### src/rtl/apb_timer_arbiter_pkg.sv
// Shared types and defaults for the two-requester APB timer arbiter.
// State encoding, latched command layout and default widths live here.
package apb_timer_arbiter_pkg;

  localparam int ADDR_WIDTH_DEF     = 12;
  localparam int DATA_WIDTH_DEF     = 32;
  localparam int TIMEOUT_CYCLES_DEF = 256;

  typedef enum logic [1:0] {
    IDLE   = 2'd0,
    SETUP  = 2'd1,
    ACCESS = 2'd2
  } state_e;

  typedef struct packed {
    logic                      write;
    logic [ADDR_WIDTH_DEF-1:0] addr;
    logic [DATA_WIDTH_DEF-1:0] wdata;
  } cmd_t;

endpackage

### src/rtl/apb_timer_arbiter_if.sv
// Requester command/response ports plus the APB3 master port of the arbiter.
// master = arbiter view, slave = requesters and the timer's APB slave.
interface apb_timer_arbiter_if
  import apb_timer_arbiter_pkg::*;
#(
  parameter int ADDR_WIDTH = ADDR_WIDTH_DEF,
  parameter int DATA_WIDTH = DATA_WIDTH_DEF
) ();

  logic [1:0]                 req_valid;
  logic [1:0]                 req_ready;
  logic [1:0]                 req_write;
  logic [1:0][ADDR_WIDTH-1:0] req_addr;
  logic [1:0][DATA_WIDTH-1:0] req_wdata;
  logic [1:0]                 rsp_valid;
  logic [DATA_WIDTH-1:0]      rsp_rdata;
  logic                       rsp_err;

  logic                       psel;
  logic                       penable;
  logic                       pwrite;
  logic [ADDR_WIDTH-1:0]      paddr;
  logic [DATA_WIDTH-1:0]      pwdata;
  logic [DATA_WIDTH-1:0]      prdata;
  logic                       pready;
  logic                       pslverr;

  modport master (
    input  req_valid, req_write, req_addr, req_wdata, prdata, pready, pslverr,
    output req_ready, rsp_valid, rsp_rdata, rsp_err,
           psel, penable, pwrite, paddr, pwdata
  );

  modport slave (
    output req_valid, req_write, req_addr, req_wdata, prdata, pready, pslverr,
    input  req_ready, rsp_valid, rsp_rdata, rsp_err,
           psel, penable, pwrite, paddr, pwdata
  );

endinterface

### src/rtl/apb_timer_arbiter_rr.sv
// Two-way round-robin picker, purely combinational.
// A lone requester always wins; on a tie the one not granted last time wins.
module apb_timer_arbiter_rr (
  input  logic [1:0] valid_i,
  input  logic       last_grant_i,
  output logic       grant_valid_o,
  output logic       grant_idx_o
);

  assign grant_valid_o = |valid_i;
  assign grant_idx_o   = (&valid_i) ? ~last_grant_i : valid_i[1];

endmodule

### src/rtl/apb_timer_arbiter.sv
// Round-robin arbiter + APB3 master fronting the timer's register port.
// ACCESS-phase timeout is built only with APB_TIMER_ARBITER_TIMEOUT_EN defined.
module apb_timer_arbiter
  import apb_timer_arbiter_pkg::*;
#(
  parameter int ADDR_WIDTH     = ADDR_WIDTH_DEF,
  parameter int DATA_WIDTH     = DATA_WIDTH_DEF,
  parameter int TIMEOUT_CYCLES = TIMEOUT_CYCLES_DEF
) (
  input  logic                clk,
  input  logic                reset,
  apb_timer_arbiter_if.master bus,
  output logic                timeout
);

  // The latched command is sized by the package, so the widths must agree.
  if (ADDR_WIDTH != ADDR_WIDTH_DEF || DATA_WIDTH != DATA_WIDTH_DEF ||
      TIMEOUT_CYCLES < 2 || TIMEOUT_CYCLES > 65535) begin : g_param_check
    $error("apb_timer_arbiter: unsupported parameter value");
  end

  state_e state_q;
  logic   psel_q;
  logic   penable_q;
  logic   gnt_q;
  logic   last_grant_q;
  cmd_t   cmd_q;
  cmd_t   cmd_d;

  logic   grant_valid;
  logic   grant_idx;
  logic   tmo_hit;
  logic   xfer_done;
  logic   grant_fire;

  apb_timer_arbiter_rr u_rr (
    .valid_i       (bus.req_valid),
    .last_grant_i  (last_grant_q),
    .grant_valid_o (grant_valid),
    .grant_idx_o   (grant_idx)
  );

`ifdef APB_TIMER_ARBITER_TIMEOUT_EN
  logic [15:0] tmo_cnt_q;

  always_ff @(posedge clk or posedge reset) begin
    if (reset) begin
      tmo_cnt_q <= '0;
    end else if (state_q == SETUP) begin
      tmo_cnt_q <= '0;
    end else if (state_q == ACCESS && !bus.pready) begin
      tmo_cnt_q <= tmo_cnt_q + 16'd1;
    end
  end

  assign tmo_hit = (state_q == ACCESS) && !bus.pready &&
                   (tmo_cnt_q == 16'(TIMEOUT_CYCLES - 1));
`else
  assign tmo_hit = 1'b0;
`endif

  // A completing transfer frees the bus in the same cycle for back-to-back grants.
  assign xfer_done  = (state_q == ACCESS) && (bus.pready || tmo_hit);
  assign grant_fire = grant_valid && ((state_q == IDLE) || xfer_done);

  always_comb begin
    cmd_d.write = bus.req_write[grant_idx];
    cmd_d.addr  = bus.req_addr[grant_idx];
    cmd_d.wdata = bus.req_wdata[grant_idx];
  end

  always_ff @(posedge clk or posedge reset) begin
    if (reset) begin
      state_q      <= IDLE;
      psel_q       <= 1'b0;
      penable_q    <= 1'b0;
      gnt_q        <= 1'b0;
      last_grant_q <= 1'b1;
      cmd_q        <= '0;
    end else begin
      if (grant_fire) begin
        cmd_q        <= cmd_d;
        gnt_q        <= grant_idx;
        last_grant_q <= grant_idx;
      end
      case (state_q)
        IDLE: begin
          if (grant_fire) begin
            state_q <= SETUP;
            psel_q  <= 1'b1;
          end
        end
        SETUP: begin
          state_q   <= ACCESS;
          penable_q <= 1'b1;
        end
        ACCESS: begin
          if (xfer_done) begin
            penable_q <= 1'b0;
            if (grant_fire) begin
              state_q <= SETUP;
            end else begin
              state_q <= IDLE;
              psel_q  <= 1'b0;
            end
          end
        end
        default: begin
          state_q   <= IDLE;
          psel_q    <= 1'b0;
          penable_q <= 1'b0;
        end
      endcase
    end
  end

  assign bus.psel      = psel_q;
  assign bus.penable   = penable_q;
  assign bus.pwrite    = cmd_q.write;
  assign bus.paddr     = cmd_q.addr;
  assign bus.pwdata    = cmd_q.wdata;

  assign bus.req_ready = {grant_fire & grant_idx, grant_fire & ~grant_idx};
  assign bus.rsp_valid = {xfer_done & gnt_q, xfer_done & ~gnt_q};
  assign bus.rsp_rdata = (xfer_done && bus.pready && !cmd_q.write) ? bus.prdata : '0;
  assign bus.rsp_err   = xfer_done & (tmo_hit | bus.pslverr);
  assign timeout       = tmo_hit;

endmodule

### src/flat_wrapper.sv
// flat-port wrapper written by rule: the top's interface ports become plain ports
module apb_timer_arbiter_flat import apb_timer_arbiter_pkg::*;
#(
  parameter int ADDR_WIDTH     = ADDR_WIDTH_DEF,
  parameter int DATA_WIDTH     = DATA_WIDTH_DEF,
  parameter int TIMEOUT_CYCLES = TIMEOUT_CYCLES_DEF
)
  (clk, reset, timeout, bus_req_valid, bus_req_write, bus_req_addr, bus_req_wdata, bus_prdata, bus_pready, bus_pslverr, bus_req_ready, bus_rsp_valid, bus_rsp_rdata, bus_rsp_err, bus_psel, bus_penable, bus_pwrite, bus_paddr, bus_pwdata);
  apb_timer_arbiter_if #(.ADDR_WIDTH(ADDR_WIDTH), .DATA_WIDTH(DATA_WIDTH)) bus_i ();
  input  logic clk;
  input  logic reset;
  output logic timeout;
  input wire logic [$bits(bus_i.req_valid)-1:0] bus_req_valid;
  input wire logic [$bits(bus_i.req_write)-1:0] bus_req_write;
  input wire logic [$bits(bus_i.req_addr)-1:0] bus_req_addr;
  input wire logic [$bits(bus_i.req_wdata)-1:0] bus_req_wdata;
  input wire logic [$bits(bus_i.prdata)-1:0] bus_prdata;
  input wire logic [$bits(bus_i.pready)-1:0] bus_pready;
  input wire logic [$bits(bus_i.pslverr)-1:0] bus_pslverr;
  output wire logic [$bits(bus_i.req_ready)-1:0] bus_req_ready;
  output wire logic [$bits(bus_i.rsp_valid)-1:0] bus_rsp_valid;
  output wire logic [$bits(bus_i.rsp_rdata)-1:0] bus_rsp_rdata;
  output wire logic [$bits(bus_i.rsp_err)-1:0] bus_rsp_err;
  output wire logic [$bits(bus_i.psel)-1:0] bus_psel;
  output wire logic [$bits(bus_i.penable)-1:0] bus_penable;
  output wire logic [$bits(bus_i.pwrite)-1:0] bus_pwrite;
  output wire logic [$bits(bus_i.paddr)-1:0] bus_paddr;
  output wire logic [$bits(bus_i.pwdata)-1:0] bus_pwdata;
  assign bus_i.req_valid = bus_req_valid;
  assign bus_i.req_write = bus_req_write;
  assign bus_i.req_addr = bus_req_addr;
  assign bus_i.req_wdata = bus_req_wdata;
  assign bus_i.prdata = bus_prdata;
  assign bus_i.pready = bus_pready;
  assign bus_i.pslverr = bus_pslverr;
  assign bus_req_ready = bus_i.req_ready;
  assign bus_rsp_valid = bus_i.rsp_valid;
  assign bus_rsp_rdata = bus_i.rsp_rdata;
  assign bus_rsp_err = bus_i.rsp_err;
  assign bus_psel = bus_i.psel;
  assign bus_penable = bus_i.penable;
  assign bus_pwrite = bus_i.pwrite;
  assign bus_paddr = bus_i.paddr;
  assign bus_pwdata = bus_i.pwdata;
  apb_timer_arbiter #(.ADDR_WIDTH(ADDR_WIDTH), .DATA_WIDTH(DATA_WIDTH), .TIMEOUT_CYCLES(TIMEOUT_CYCLES)) u_core (.clk(clk), .reset(reset), .bus(bus_i), .timeout(timeout));
endmodule
### config.mk
export PLATFORM = sky130hd
export DESIGN_NAME = apb_timer_arbiter_flat
export DESIGN_NICKNAME = d
export VERILOG_FILES = /design/src/rtl/apb_timer_arbiter_pkg.sv /design/src/rtl/apb_timer_arbiter_if.sv /design/src/rtl/apb_timer_arbiter_rr.sv /design/src/rtl/apb_timer_arbiter.sv /design/src/flat_wrapper.sv
export SDC_FILE = /design/constraint.sdc
export NUM_CORES = 1
export LEC_CHECK = 0
export BUFFER_PORTS_ARGS = -buffer_cell sky130_fd_sc_hd__buf_2
export CAP_MARGIN = 20
export CORE_AREA = 10 10 93 95
export DETAILED_ROUTE_END_ITERATION = 8
export DIE_AREA = 0 0 103 105
export PLACE_DENSITY = 0.92
export SKIP_CTS_REPAIR_TIMING = 1
export SLEW_MARGIN = 0
export SYNTH_ARGS = -nofsm -noshare
export SYNTH_HDL_FRONTEND = slang
export SYNTH_SLANG_ARGS = --single-unit
### constraint.sdc
create_clock -name clk -period 1.8 [get_ports clk]
set_input_delay 0.36 -clock clk [delete_from_list [all_inputs] [get_ports clk]]
set_output_delay 0.36 -clock clk [all_outputs]
set_load 0.005 [all_outputs]
==> results.env, run 1 <==
HOLD_PATH_CLASS='input pin to asynchronous set/reset pin'
PIN_COUNT=213
RR_WORST_DEPTH=5
DRC=0
CLK_TRANSITION_REPORTED_PATHS_NS=0.10
SYNTH_AREA_LEADER_CELL='sky130_fd_sc_hd__dfrtp_1'
WORST_CLOCK_SKEW_NS=0.0138
CRITICAL_PATH.CELL_CHAIN='buf_4 > buf_6 > a2111oi_4 > buf_2'
LEAST_SETUP_SLACK_ACROSS_ALL_PATHS_AFTER_LAYOUT_NS=-0.127
CRIT_REG_REG_STARTPOINT='u_core.last_grant_q'
INITIAL_UTILIZATION=0.396
CRITICAL-PATH-SLOWEST-CELL='sky130_fd_sc_hd__dfrtp_2'
CLOCK_SINK_COUNT=51
HOLD_VIOL_FINAL=0
FINALPOWER_mW=5.47
TIMING_WORST_SLEW_PIN_VALUE_NS=0.533
SYNTH_WARNINGS=0
CP_SLOWEST_STAGE_DELAY_NS=0.44
REQUIRED_TIME_AT_THE_WORST_SLACK_ENDPOINT_NS=1.44
FINALMAXSLEWVIOLATIONS=0
XOR_XNOR_PORTION_OF_THE_SYNTHESIZED_CELL_AREA=0
TRITONCTS='built'
ROWS=30
WORSTPATHARRIVAL_NS=1.57
STATUS='complete, but fails checks'
ANTENNA_VIOLATIONS_BEFORE_REPAIR=2
YOSYSSEQAREASHARE=0.477
POST-ROUTE-UTIL=0.591
ROUTE.VIAS.TOTAL=2903
GRT_UTIL_ALL_LAYERS=0.185
FINALHOLDWORSTSLACK_NS=0.0822
SYNTH_CELLS=229
DRTPASS1ITERATIONS=4
YS_ASYNC_SR_FRACTION=1.00
POST_DRT_VIA_CELL_RATIO=5.57
FINALWORSTPATHREQUIREDPERIOD_NS=1.93
FLOORPLAN.DIE_AREA_MM2=0.0108
TIMING.CRITICAL_PATH.FANOUT_MAX=5
DIEHEIGHT_UM=105
TIMING.SETUP.CRITICAL_PATH_CLASS='register to primary output'
GRT_FIRST_PASS_WIRELENGTH_MM=16.2
CRITICAL_PATH.REG2REG.ENDPOINT='u_core.bus.pwdata[20]'
PEAKVDDDROP_V=0.000617
SYN2LAYOUT_AREA_GROWTH_PCT=49.0
LAYOUT.CELLS.MOST_COMMON='sky130_fd_sc_hd__buf_2'
FIRST_ITER_VIOLATIONS=129
NETLIST-CELL-TYPE-COUNT=27
DRTANTENNAVIOLNETS=0
SYNTHESIZED_NET_COUNT=357
CLOCK_TREE.HTREE_LEVEL_COUNT=2
SYN_AREA_PER_CELL_UM2=11.7
FINAL_CELL_COUNT_NO_FILL=521
TIMING.CRITICAL_PATH.FROM='u_core.state_q[0]'
RSZ_0062_RAISED_AFTER_GLOBAL_ROUTING='yes'
POWER.DENSITY_mW_PER_MM2=1370
SYNTH_TOP_FAMILY_BY_AREA='compound AO/OA/AOI/OAI gates'
SYNTH.AREA.TOP_CELLS='sky130_fd_sc_hd__dfrtp_1 47%, sky130_fd_sc_hd__a221o_1 17%, sky130_fd_sc_hd__o31a_1 15%, sky130_fd_sc_hd__and2_1 7.9%, sky130_fd_sc_hd__clkbuf_1 2.1%'
ROUTE.FINAL.WIRE_LENGTH_MM=10.9
BUFFER_PORTS.INSERTED=211
LAYOUT-DRIVE-GT1-SHARE=0.567
SYNTH_FLOP_TYPE='sky130_fd_sc_hd__dfrtp_1'
DP_HPWL_MM=8.87
DIE_W_UM=103
SYNTH-SEQ-CELLS=51
SYNTH_ENABLE_FLOP_CELLS=0
SYNTH_COMPOUND_GATE_AREA_SHARE=0.346
WORST_SETUP_PATH_END_KIND='primary output'
CRITICAL_PATH.STARTPOINT_TYPE='register'
NUMBER_OF_GLOBAL_ROUTE_VIAS_BEFORE_REPAIR=3148
CTS_ROOT_BUF='sky130_fd_sc_hd__clkbuf_8'
POST_SYNTH_INSTANCE_AREA_MM2=0.00268
PEAK_CLOCK_FREQUENCY_SUPPORTED_BY_TIMING_MHz=519
FLOORPLAN.CORE_AREA_MM2=0.00676
GLOBALROUTEOVERFLOWTOTAL=0
CTS_MAX_PATH_BUFFERS=2
CLKLATENCYLATEPIN_NS=0.30
DPL_WORST_SLACK_NS=0.160
POST_SYNTH_AND_OR_NAND_NOR_AREA_FRACTION=0.109
WIRE_LENGTH_PER_CELL_AFTER_DETAILED_ROUTING_UM=21.0
WORST-R2R-SETUP-SLACK_NS=0.04
GRT_START_MAX_NET_PINS=33
POWER.STATIC_LEAKAGE_nW=2.14
SYNTH-ADDER-AREA-SHARE=0
FINAL_CELL_MIX='211 x sky130_fd_sc_hd__buf_2, 49 x sky130_fd_sc_hd__dfrtp_1, 45 x sky130_fd_sc_hd__o31a_1, 45 x sky130_fd_sc_hd__a221o_1, 34 x sky130_fd_sc_hd__and2_1'
SYNTH_MUX_AREA_FRAC=0
PROPORTION_OF_NETLIST_AREA_HELD_BY_THE_LARGEST_AREA_CONTRIBUTOR=0.467
RELSLEWSLACK=0.644
NUMCTSBUFFERS=5
ROUTABILITYCONGESTION=0.847
NUMPLACEDINSTANCES=505
FINAL_MIN_PERIOD_OVER_CLOCK_PERIOD=1.07
FINISH.NET_COUNT=567
DRV_CAP=0
FAILING_CHECKS='negative setup slack'
COUNT_OF_ENDPOINTS_FAILING_SETUP_IN_THE_FINAL_REPORT=36
==> sequential cells by signal, indices dropped and copies added (netlist names) <==
signal and count:
u_core.bus.paddr 12, u_core.bus.penable 1, u_core.bus.psel 1, u_core.bus.pwdata 32, u_core.bus.pwrite 1, u_core.gnt_q 1
u_core.last_grant_q 1, u_core.state_q 2
==> metrics by stage <==
stage	setup TNS [ns]	cell area, um2
3_3_place_gp	0	3820
2_1_floorplan	0	2680
6_report	-3.17	3990
4_1_cts	-5.50	3910
5_1_grt	-5.65	3990
3_5_place_dp	0	3820
==> power by group <==
group | switching [mW] | internal (mW) | leakage, nW | total, mW
logic | 1.27 | 1.49 | 1.47 | 2.75
clock network | 0.375 | 0.303 | 0.0471 | 0.678
registers | 0.329 | 1.70 | 0.622 | 2.03
==> worst max-delay path, delay by kind of cell, from the launching register on <==
kind / cells / cell delay [ns]
AOI/OAI and AO/OA: 1 / 0.36
buffers and inverters: 3 / 0.46
DFF: 1 / 0.44
==> worst max-delay path by stage <==
stage	end	slack (ns)	depth (start not counted)
6_report	bus_req_ready[1]	-0.13	4
3_3_place_gp	bus_rsp_rdata[18]	0.21	5
3_5_place_dp	bus_rsp_rdata[13]	0.16	5
4_1_cts	bus_rsp_rdata[13]	-0.18	5
2_1_floorplan	bus_req_ready[0]	0.15	3
5_1_grt	bus_req_ready[1]	-0.18	4
==> layer usage <==
metal | track usage | routed length, um | up-vias | share of wire
li1 | - | - | 1322 | -
met1 | 0.179 | 3740 | 1387 | 0.34
met2 | 0.338 | 5610 | 172 | 0.51
met3 | 0.0665 | 1240 | 22 | 0.11
met4 | 0.0835 | 362 | 0 | 0.033
met5 | 0 | 0 | - | 0
==> area by class of cell <==
class                           count  area (um2)
Clock inverter                      1        5.00
Tap cell                           80         100
Multi-Input combinational cell    144        1240
Fill cell                         576        2770
Clock buffer                        6        82.6
Antenna cell                        2        5.00
Inverter                            5        18.8
Sequential cell                    51        1280
Timing Repair Buffer              232        1260
==> cell usage after synthesis (2+ instances only) <==
library cell / count
sky130_fd_sc_hd__buf_4: 3
sky130_fd_sc_hd__o21a_1: 2
sky130_fd_sc_hd__buf_2: 6
sky130_fd_sc_hd__clkbuf_1: 15
sky130_fd_sc_hd__dfrtp_1: 50
sky130_fd_sc_hd__a21o_1: 2
sky130_fd_sc_hd__inv_1: 4
sky130_fd_sc_hd__buf_6: 4
sky130_fd_sc_hd__o31a_1: 45
sky130_fd_sc_hd__nor2_1: 3
sky130_fd_sc_hd__a221o_1: 45
sky130_fd_sc_hd__o21ai_0: 2
sky130_fd_sc_hd__and2_1: 34
==> cell families (layout without fill, tap and decap cells) <==
logic type / after synthesis / in the layout
AND/OR/NAND/NOR: 44 / 44
other: 1 / 3
flip-flops: 51 / 51
AO/OA/AOI/OAI: 99 / 99
buffers and inverters: 34 / 244
Power figures use the tool's default switching activity.
==> inputs of run 2 (changes only) <==
--- a/config.mk
+++ b/config.mk
@@ -7,12 +7,13 @@
 export LEC_CHECK = 0
 export BUFFER_PORTS_ARGS = -buffer_cell sky130_fd_sc_hd__buf_2
 export CAP_MARGIN = 20
-export CORE_AREA = 10 10 93 95
+export CORE_AREA = 10 10 95 97
 export DETAILED_ROUTE_END_ITERATION = 8
-export DIE_AREA = 0 0 103 105
-export PLACE_DENSITY = 0.92
+export DIE_AREA = 0 0 105 107
+export PLACE_DENSITY = 0.9
 export SKIP_CTS_REPAIR_TIMING = 1
 export SLEW_MARGIN = 0
 export SYNTH_ARGS = -nofsm -noshare
 export SYNTH_HDL_FRONTEND = slang
+export SYNTH_HIERARCHICAL = 1
 export SYNTH_SLANG_ARGS = --single-unit
==> results.env, run 2 <==
POST_SYNTH_INSTANCE_AREA_MM2=0.00276  # +3.0%
YOSYSSEQAREASHARE=0.463  # -0.0141
SYNTH.AREA.TOP_CELLS='sky130_fd_sc_hd__dfrtp_1 45%, sky130_fd_sc_hd__mux2_2 35%, sky130_fd_sc_hd__and2_1 7.5%, sky130_fd_sc_hd__mux2_4 3.3%, sky130_fd_sc_hd__buf_4 1.6%'
TIMING.CRITICAL_PATH.FROM='u_core/state_q[0]'
SYNTH_WARNINGS=6  # +6
NUMBER_OF_GLOBAL_ROUTE_VIAS_BEFORE_REPAIR=2744  # -13%
SYN2LAYOUT_AREA_GROWTH_PCT=53.2
DIE_W_UM=105  # +1.9%
CLOCK_SINK_COUNT=51  # unchanged
DRV_CAP=0  # unchanged
FAILING_CHECKS='negative setup slack'
SYN_AREA_PER_CELL_UM2=13.0  # +11%
MOST_FREQUENT_CELL_AFTER_SYNTHESIS='sky130_fd_sc_hd__mux2_2'
HOLD_PATH_CLASS='input pin to register'
TRITONCTS='built'
BUFFER_PORTS.INSERTED=211  # unchanged
LAYOUT.CELLS.MOST_COMMON='sky130_fd_sc_hd__buf_2'
PEAK_CLOCK_FREQUENCY_SUPPORTED_BY_TIMING_MHz=515  # -0.84%
DP_HPWL_MM=7.76  # -13%
FINAL_CELL_MIX='210 x sky130_fd_sc_hd__buf_2, 86 x sky130_fd_sc_hd__mux2_2, 50 x sky130_fd_sc_hd__dfrtp_1'
CLK_TRANSITION_REPORTED_PATHS_NS=0.10  # about the same
FINISH.NET_COUNT=566  # -0.18%
FINAL_MIN_PERIOD_OVER_CLOCK_PERIOD=1.08  # +0.00907
NUMCTSBUFFERS=5  # unchanged
DIEHEIGHT_UM=107  # +1.9%
LAYOUT-DRIVE-GT1-SHARE=0.777  # +0.210
YS_ASYNC_SR_FRACTION=1.00  # unchanged
CRITICAL_PATH.REG2REG.ENDPOINT='u_core/bus.paddr[0]'
WORSTPATHARRIVAL_NS=1.58  # about the same
N_ANTENNA_CELL=0  # -2
ANTENNA_VIOLATIONS_BEFORE_REPAIR=0  # -2
GRT_START_MAX_NET_PINS=33  # unchanged
POST_SYNTH_MOST_FREQUENT_CELLS='86 x sky130_fd_sc_hd__mux2_2, 50 x sky130_fd_sc_hd__dfrtp_1, 33 x sky130_fd_sc_hd__and2_1'
SYNTH-SEQ-CELLS=51  # unchanged
DRTPASS1ITERATIONS=4  # unchanged
REQUIRED_TIME_AT_THE_WORST_SLACK_ENDPOINT_NS=1.44  # about the same
SYNTH_FLOP_TYPE='sky130_fd_sc_hd__dfrtp_1'
RR_WORST_DEPTH=5  # unchanged
ROUTE.FINAL.WIRE_LENGTH_MM=9.26  # -15%
COUNT_OF_ENDPOINTS_FAILING_SETUP_IN_THE_FINAL_REPORT=35  # -2.8%
HOLD_VIOL_FINAL=0  # unchanged
FINALPOWER_mW=5.22  # -4.5%
GRT_UTIL_ALL_LAYERS=0.151  # -0.0348
LEAST_SETUP_SLACK_ACROSS_ALL_PATHS_AFTER_LAYOUT_NS=-0.143  # -0.0163 ns
PROPORTION_OF_NETLIST_AREA_HELD_BY_THE_LARGEST_AREA_CONTRIBUTOR=0.453  # -0.0138
DRC=0  # unchanged
SYNTH_CELLS=213  # -7.0%
CRIT_REG_REG_STARTPOINT='u_core/last_grant_q'
FINALWORSTPATHREQUIREDPERIOD_NS=1.94  # +0.0163 ns
CTS_MAX_PATH_BUFFERS=2  # unchanged
WORST-R2R-SETUP-SLACK_NS=0.15  # +0.11 ns
WORST_SETUP_PATH_END_KIND='primary output'
FINALHOLDWORSTSLACK_NS=0.372  # +0.290 ns
ROWS=31  # +3.3%
WIRE_LENGTH_PER_CELL_AFTER_DETAILED_ROUTING_UM=17.2  # -18%
PIN_COUNT=213  # unchanged
ROUTABILITYCONGESTION=0.788  # -7.0%
RSZ_0062_RAISED_AFTER_GLOBAL_ROUTING='yes'
FLOORPLAN.CORE_AREA_MM2=0.00714  # +5.6%
SYNTHESIZED_NET_COUNT=341  # -4.5%
SYNTH_AREA_LEADER_CELL='sky130_fd_sc_hd__dfrtp_1'
DRTANTENNAVIOLNETS=0  # unchanged
TIMING.SETUP.CRITICAL_PATH_CLASS='register to primary output'
INITIAL_UTILIZATION=0.387  # -0.00974
FINAL.FILL_COUNT=622  # +8.0%
CLKLATENCYLATEPIN_NS=0.30  # about the same
PEAKVDDDROP_V=0.000627  # +1.6%
LARGEST_REG_FLOPS=32  # unchanged
CLOCK_TREE.HTREE_LEVEL_COUNT=2  # unchanged
GRT_FIRST_PASS_WIRELENGTH_MM=14.0  # -13%
WORST_CLOCK_SKEW_NS=0.0149  # +0.00110 ns
ROUTE.VIAS.TOTAL=2479  # -15%
CTS_ROOT_BUF='sky130_fd_sc_hd__clkbuf_8'
FLOORPLAN.DIE_AREA_MM2=0.0112  # +3.9%
POST_DRT_VIA_CELL_RATIO=4.61  # -17%
POWER.STATIC_LEAKAGE_nW=2.20  # +3.0%
STATUS='complete, but fails checks'
FIRST_ITER_VIOLATIONS=45  # -65%
CRIT_END='bus_rsp_rdata[25]'
GLOBALROUTEOVERFLOWTOTAL=0  # unchanged
TIMING.CRITICAL_PATH.FANOUT_MAX=16  # +11
NETLIST-CELL-TYPE-COUNT=23  # -15%
SYNTH_ENABLE_FLOP_CELLS=0  # unchanged
CRITICAL_PATH.STARTPOINT_TYPE='register'
FINALMAXSLEWVIOLATIONS=0  # unchanged
POWER.DENSITY_mW_PER_MM2=1230  # -9.8%
-- run 2: changes by cell type after synthesis, moves of 6 or more --
| cell | previous run | this run |
|---|---|---|
| sky130_fd_sc_hd__o31a_1 | 45 | 0 |
| sky130_fd_sc_hd__clkbuf_1 | 15 | 0 |
| sky130_fd_sc_hd__a221o_1 | 45 | 0 |
| sky130_fd_sc_hd__mux2_4 | 0 | 6 |
| sky130_fd_sc_hd__mux2_2 | 0 | 86 |
-- run 2: per-stage QoR --
stage                     area [um2]  worst slack, ns  setup TNS [ns]   util  cells
after global routing            4230           -0.255           -8.00  0.592    538
after floorplan                 2760            0.212               0      -    213
after CTS                       4090           -0.196           -5.82  0.572    529
final                           4230           -0.143           -4.34  0.592    538
after detailed placement        3990           0.0894               0  0.559    521
after global placement          3990            0.119               0  0.559    521
-- run 2: layer usage --
metal  track usage  share of wire  vias up
li1              -              -     1185
met1         0.161           0.38     1175
met2         0.275           0.53      111
met3        0.0545          0.082        8
met4        0.0392          0.010        0
met5             0              0        -
-- run 2: how the worst min path moves through the flow --
stage,cells after the start,slack (ns),endpoint,startpoint
final,3,0.37,u_core/bus.penable,bus_pready
after global routing,3,0.38,u_core/bus.penable,bus_pready
after global placement,2,0.33,u_core/bus.paddr[10],reset
after floorplan,1,0.49,u_core/bus.penable,u_core/bus.penable
after CTS,2,-0.004,u_core/bus.pwdata[21],reset
after detailed placement,2,0.34,u_core/bus.pwdata[24],reset
-- run 2: layout make-up --
type / count / area, um2 / area share
clock buffers: 5 / 68.8 / 0.0163
flip-flops and latches: 51 / 1280 / 0.302
repair buffers: 232 / 1300 / 0.307
multi-input cells: 143 / 1420 / 0.335
well taps: 99 / 124 / 0.0293
clock inverters: 3 / 27.5 / 0.00651
inverters: 5 / 18.8 / 0.00444
-- run 2: critical path, stage by stage (launching register included) --
cell,delay (ns)
sky130_fd_sc_hd__dfrtp_1,0.42
sky130_fd_sc_hd__nand3b_1,0.28
sky130_fd_sc_hd__nor2_4,0.17
sky130_fd_sc_hd__buf_6,0.16
sky130_fd_sc_hd__and2_1,0.14
sky130_fd_sc_hd__buf_2,0.11
-- run 2: logic make-up (layout without fill, tap and decap cells) --
kind of cell,count (synthesis),count (layout),synth area share
AOI/OAI and AO/OA,8,8,0.0186
and+or+nand+nor,42,42,0.0916
DFF,51,51,0.463
buffers and inverters,19,245,0.0422
muxes,92,92,0.384
other,1,1,0.00136
-- run 2: report_power, final --
group	leakage [nW]	switching [mW]	internal, mW
sequential	0.593	0.324	1.73
clock	0.0463	0.399	0.286
combinational	1.56	0.991	1.49
total	2.20	1.71	3.51
==> inputs of run 3 (changes only) <==
--- a/config.mk
+++ b/config.mk
@@ -5,12 +5,13 @@
 export SDC_FILE = /design/constraint.sdc
 export NUM_CORES = 1
 export LEC_CHECK = 0
+export ABC_AREA = 1
 export BUFFER_PORTS_ARGS = -buffer_cell sky130_fd_sc_hd__buf_2
 export CAP_MARGIN = 20
-export CORE_AREA = 10 10 95 97
+export CORE_AREA = 10 10 96 98
 export DETAILED_ROUTE_END_ITERATION = 8
-export DIE_AREA = 0 0 105 107
-export PLACE_DENSITY = 0.9
+export DIE_AREA = 0 0 106 108
+export PLACE_DENSITY = 0.93
 export SKIP_CTS_REPAIR_TIMING = 1
 export SLEW_MARGIN = 0
 export SYNTH_ARGS = -nofsm -noshare
==> results.env, run 3 <==
POST_SYNTH_INSTANCE_AREA_MM2=0.00303  # +9.6%
CLOCK_SINK_COUNT=51  # unchanged
DIEHEIGHT_UM=108  # +0.93%
CRIT_REG_REG_STARTPOINT='u_core/last_grant_q'
NUMCTSBUFFERS=5  # unchanged
LEAST_SETUP_SLACK_ACROSS_ALL_PATHS_AFTER_LAYOUT_NS=-0.106  # +0.0374 ns
TIMING.SETUP.CRITICAL_PATH_CLASS='register to primary output'
GRT_START_MAX_NET_PINS=49  # +48%
CRITICAL-PATH-SLOWEST-CELL='sky130_fd_sc_hd__dfrtp_1'
STATUS='complete, but fails checks'
SYNTHESIZED_NET_COUNT=586  # +72%
SYN2LAYOUT_AREA_GROWTH_PCT=47.0
FIRST_ITER_VIOLATIONS=124  # +180%
WORST_SETUP_PATH_END_KIND='primary output'
GLOBALROUTEOVERFLOWTOTAL=0  # unchanged
CP_SLOWEST_STAGE_DELAY_NS=0.39  # -0.03 ns
CLK_TRANSITION_REPORTED_PATHS_NS=0.09  # about the same
WORST_CLOCK_SKEW_NS=0.00580  # -0.00907 ns
DRTANTENNAVIOLNETS=0  # unchanged
POST_SYNTH_MOST_FREQUENT_CELLS='188 x sky130_fd_sc_hd__nand2_1, 95 x sky130_fd_sc_hd__nand3_1, 50 x sky130_fd_sc_hd__dfrtp_1'
PROPORTION_OF_NETLIST_AREA_HELD_BY_THE_LARGEST_AREA_CONTRIBUTOR=0.414  # -0.0397
TIMING.CRITICAL_PATH.FROM='u_core/state_q[0]'
YS_ASYNC_SR_FRACTION=1.00  # unchanged
NUMBER_OF_GLOBAL_ROUTE_VIAS_BEFORE_REPAIR=3582  # +31%
COUNT_OF_ENDPOINTS_FAILING_SETUP_IN_THE_FINAL_REPORT=32  # -8.6%
ANTENNA_VIOLATIONS_BEFORE_REPAIR=0  # unchanged
FLOORPLAN.CORE_AREA_MM2=0.00745  # +4.3%
DIE_W_UM=106  # +0.95%
LARGEST_REG_FLOPS=32  # unchanged
DRC=0  # unchanged
NETLIST-CELL-TYPE-COUNT=21  # -8.7%
ROUTE.VIAS.TOTAL=3689  # +49%
REQUIRED_TIME_AT_THE_WORST_SLACK_ENDPOINT_NS=1.44  # about the same
YOSYSSEQAREASHARE=0.422  # -0.0406
DRTPASS1ITERATIONS=5  # +1
SYNTH-SEQ-CELLS=51  # unchanged
PEAK_CLOCK_FREQUENCY_SUPPORTED_BY_TIMING_MHz=525  # +2.0%
POST-ROUTE-UTIL=0.597  # +0.00472
PEAKVDDDROP_V=0.000493  # -21%
CLKLATENCYLATEPIN_NS=0.29  # about the same
LAYOUT.CELLS.MOST_COMMON='sky130_fd_sc_hd__buf_2'
ROUTE.FINAL.WIRE_LENGTH_MM=11.6  # +25%
DP_HPWL_MM=9.04  # +17%
SYNTH_WARNINGS=6  # unchanged
FINISH.NET_COUNT=792  # +40%
CRITICAL_PATH.CELL_CHAIN='inv_2 > nand3_4 > or2_4 > clkbuf_16 > nor2_2 > buf_2'
FINAL.FILL_COUNT=682  # +9.6%
WORSTPATHARRIVAL_NS=1.55  # -0.03 ns
FINALMAXSLEWVIOLATIONS=0  # unchanged
SYNTH_CELLS=458  # +120%
N_ANTENNA_CELL=0  # unchanged
WORST-R2R-SETUP-SLACK_NS=0.26  # +0.11 ns
GRT_FIRST_PASS_WIRELENGTH_MM=17.0  # +21%
PIN_COUNT=213  # unchanged
WIRE_LENGTH_PER_CELL_AFTER_DETAILED_ROUTING_UM=15.1  # -12%
FINAL_CELL_MIX='211 x sky130_fd_sc_hd__buf_2, 187 x sky130_fd_sc_hd__nand2_1, 94 x sky130_fd_sc_hd__nand3_1'
SYN_AREA_PER_CELL_UM2=6.61  # -49%
BUFFER_PORTS.INSERTED=211  # unchanged
FLOORPLAN.DIE_AREA_MM2=0.0114  # +1.9%
HOLD_PATH_CLASS='input pin to asynchronous set/reset pin'
LAYOUT-DRIVE-GT1-SHARE=0.414  # -0.363
TIMING.CRITICAL_PATH.FANOUT_MAX=8  # -8
SYNTH_FLOP_TYPE='sky130_fd_sc_hd__dfrtp_1'
GRT_UTIL_ALL_LAYERS=0.178  # +0.0270
CLOCK_TREE.HTREE_LEVEL_COUNT=2  # unchanged
HOLD_VIOL_FINAL=0  # unchanged
CTS_MAX_PATH_BUFFERS=2  # unchanged
MOST_FREQUENT_CELL_AFTER_SYNTHESIS='sky130_fd_sc_hd__nand2_1'
CRITICAL_PATH.STARTPOINT_TYPE='register'
FAILING_CHECKS='negative setup slack'
POST_DRT_VIA_CELL_RATIO=4.81  # +4.4%
POWER.STATIC_LEAKAGE_nW=2.86  # +30%
ROUTABILITYCONGESTION=0.972  # +23%
FINALWORSTPATHREQUIREDPERIOD_NS=1.91  # -0.0374 ns
INITIAL_UTILIZATION=0.406  # +0.0195
POWER.DENSITY_mW_PER_MM2=1210  # -1.7%
RSZ_0062_RAISED_AFTER_GLOBAL_ROUTING='yes'
SYNTH_AREA_LEADER_CELL='sky130_fd_sc_hd__dfrtp_1'
DRV_CAP=0  # unchanged
SYNTH.AREA.TOP_CELLS='sky130_fd_sc_hd__dfrtp_1 41%, sky130_fd_sc_hd__nand2_1 23%, sky130_fd_sc_hd__nand3_1 16%, sky130_fd_sc_hd__inv_1 5.5%, sky130_fd_sc_hd__nor2_1 3.6%'
TRITONCTS='built'
ROWS=32  # +3.2%
SETUP_TOTAL_NEGATIVE_SLACK_NS=-1.74  # +2.59 ns
FINAL_MIN_PERIOD_OVER_CLOCK_PERIOD=1.06  # -0.0208
SYNTH_ENABLE_FLOP_CELLS=0  # unchanged
CTS_ROOT_BUF='sky130_fd_sc_hd__clkbuf_8'
==> run 3: per-stage QoR <==
stage / power (mW) / cell area [um2] / worst slack, ns / std cells / hold slack (ns)
finish: 5.40 / 4450 / -0.106 / 767 / 0.0550
detailed placement: 4.69 / 4220 / 0.148 / 753 / 0.393
CTS: 5.32 / 4300 / -0.195 / 761 / 0.0620
global placement: 4.56 / 4220 / 0.238 / 753 / 0.381
global route: 5.89 / 4450 / -0.167 / 767 / 0.0719
floorplan: 3.42 / 3030 / 0.212 / 458 / 0.460
==> run 3: logic make-up (layout without fill, tap and decap cells) <==
kind of cell | count (synthesis) | in the layout | synth area share
buffers and inverters | 79 | 286 | 0.119
other | 1 | 1 | 0.00124
and+or+nand+nor | 323 | 323 | 0.450
DFF | 51 | 51 | 0.422
AOI/OAI and AO/OA | 4 | 4 | 0.00744
==> run 3: where the power goes <==
group | internal (mW) | total, mW | switching, mW | leakage, nW
combinational | 1.21 | 2.77 | 1.55 | 2.19
sequential | 1.70 | 2.01 | 0.304 | 0.626
clock | 0.277 | 0.623 | 0.346 | 0.0395
==> run 3: final cells by class <==
cell class / count / area [um2] / share of cell area
multi-input cells: 328 / 1500 / 0.337
repair buffers: 233 / 1300 / 0.292
flip-flops and latches: 51 / 1280 / 0.287
inverters: 45 / 169 / 0.0380
well taps: 102 / 128 / 0.0287
clock buffers: 8 / 80.1 / 0.0180
==> run 3: worst max-delay path, delay by kind of cell, from the launching register on <==
family | cells | cell delay [ns]
and+or+nand+nor | 3 | 0.44
buffers and inverters | 3 | 0.41
DFF | 1 | 0.39
==> run 3: path summary, 6_finish.rpt <==
path | endpoint | cells after the start
worst max register to register | u_core/bus.paddr[5] | 7
max in group asynchronous | u_core/bus.pwdata[21] | 3
min in group clk | u_core/bus.pwdata[13] | 5
worst min register to register | u_core/bus.pwdata[20] | 2
worst max-delay path | bus_rsp_rdata[17] | 6
worst min-delay path | u_core/bus.pwdata[1] | 2
==> run 3: routing by layer <==
metal / track usage / vias to the layer above / wire length, um
li1: - / 1816 / -
met1: 0.187 / 1657 / 4350
met2: 0.326 / 193 / 5860
met3: 0.0559 / 23 / 1030
met4: 0.0658 / 0 / 365
met5: 0 / - / 0
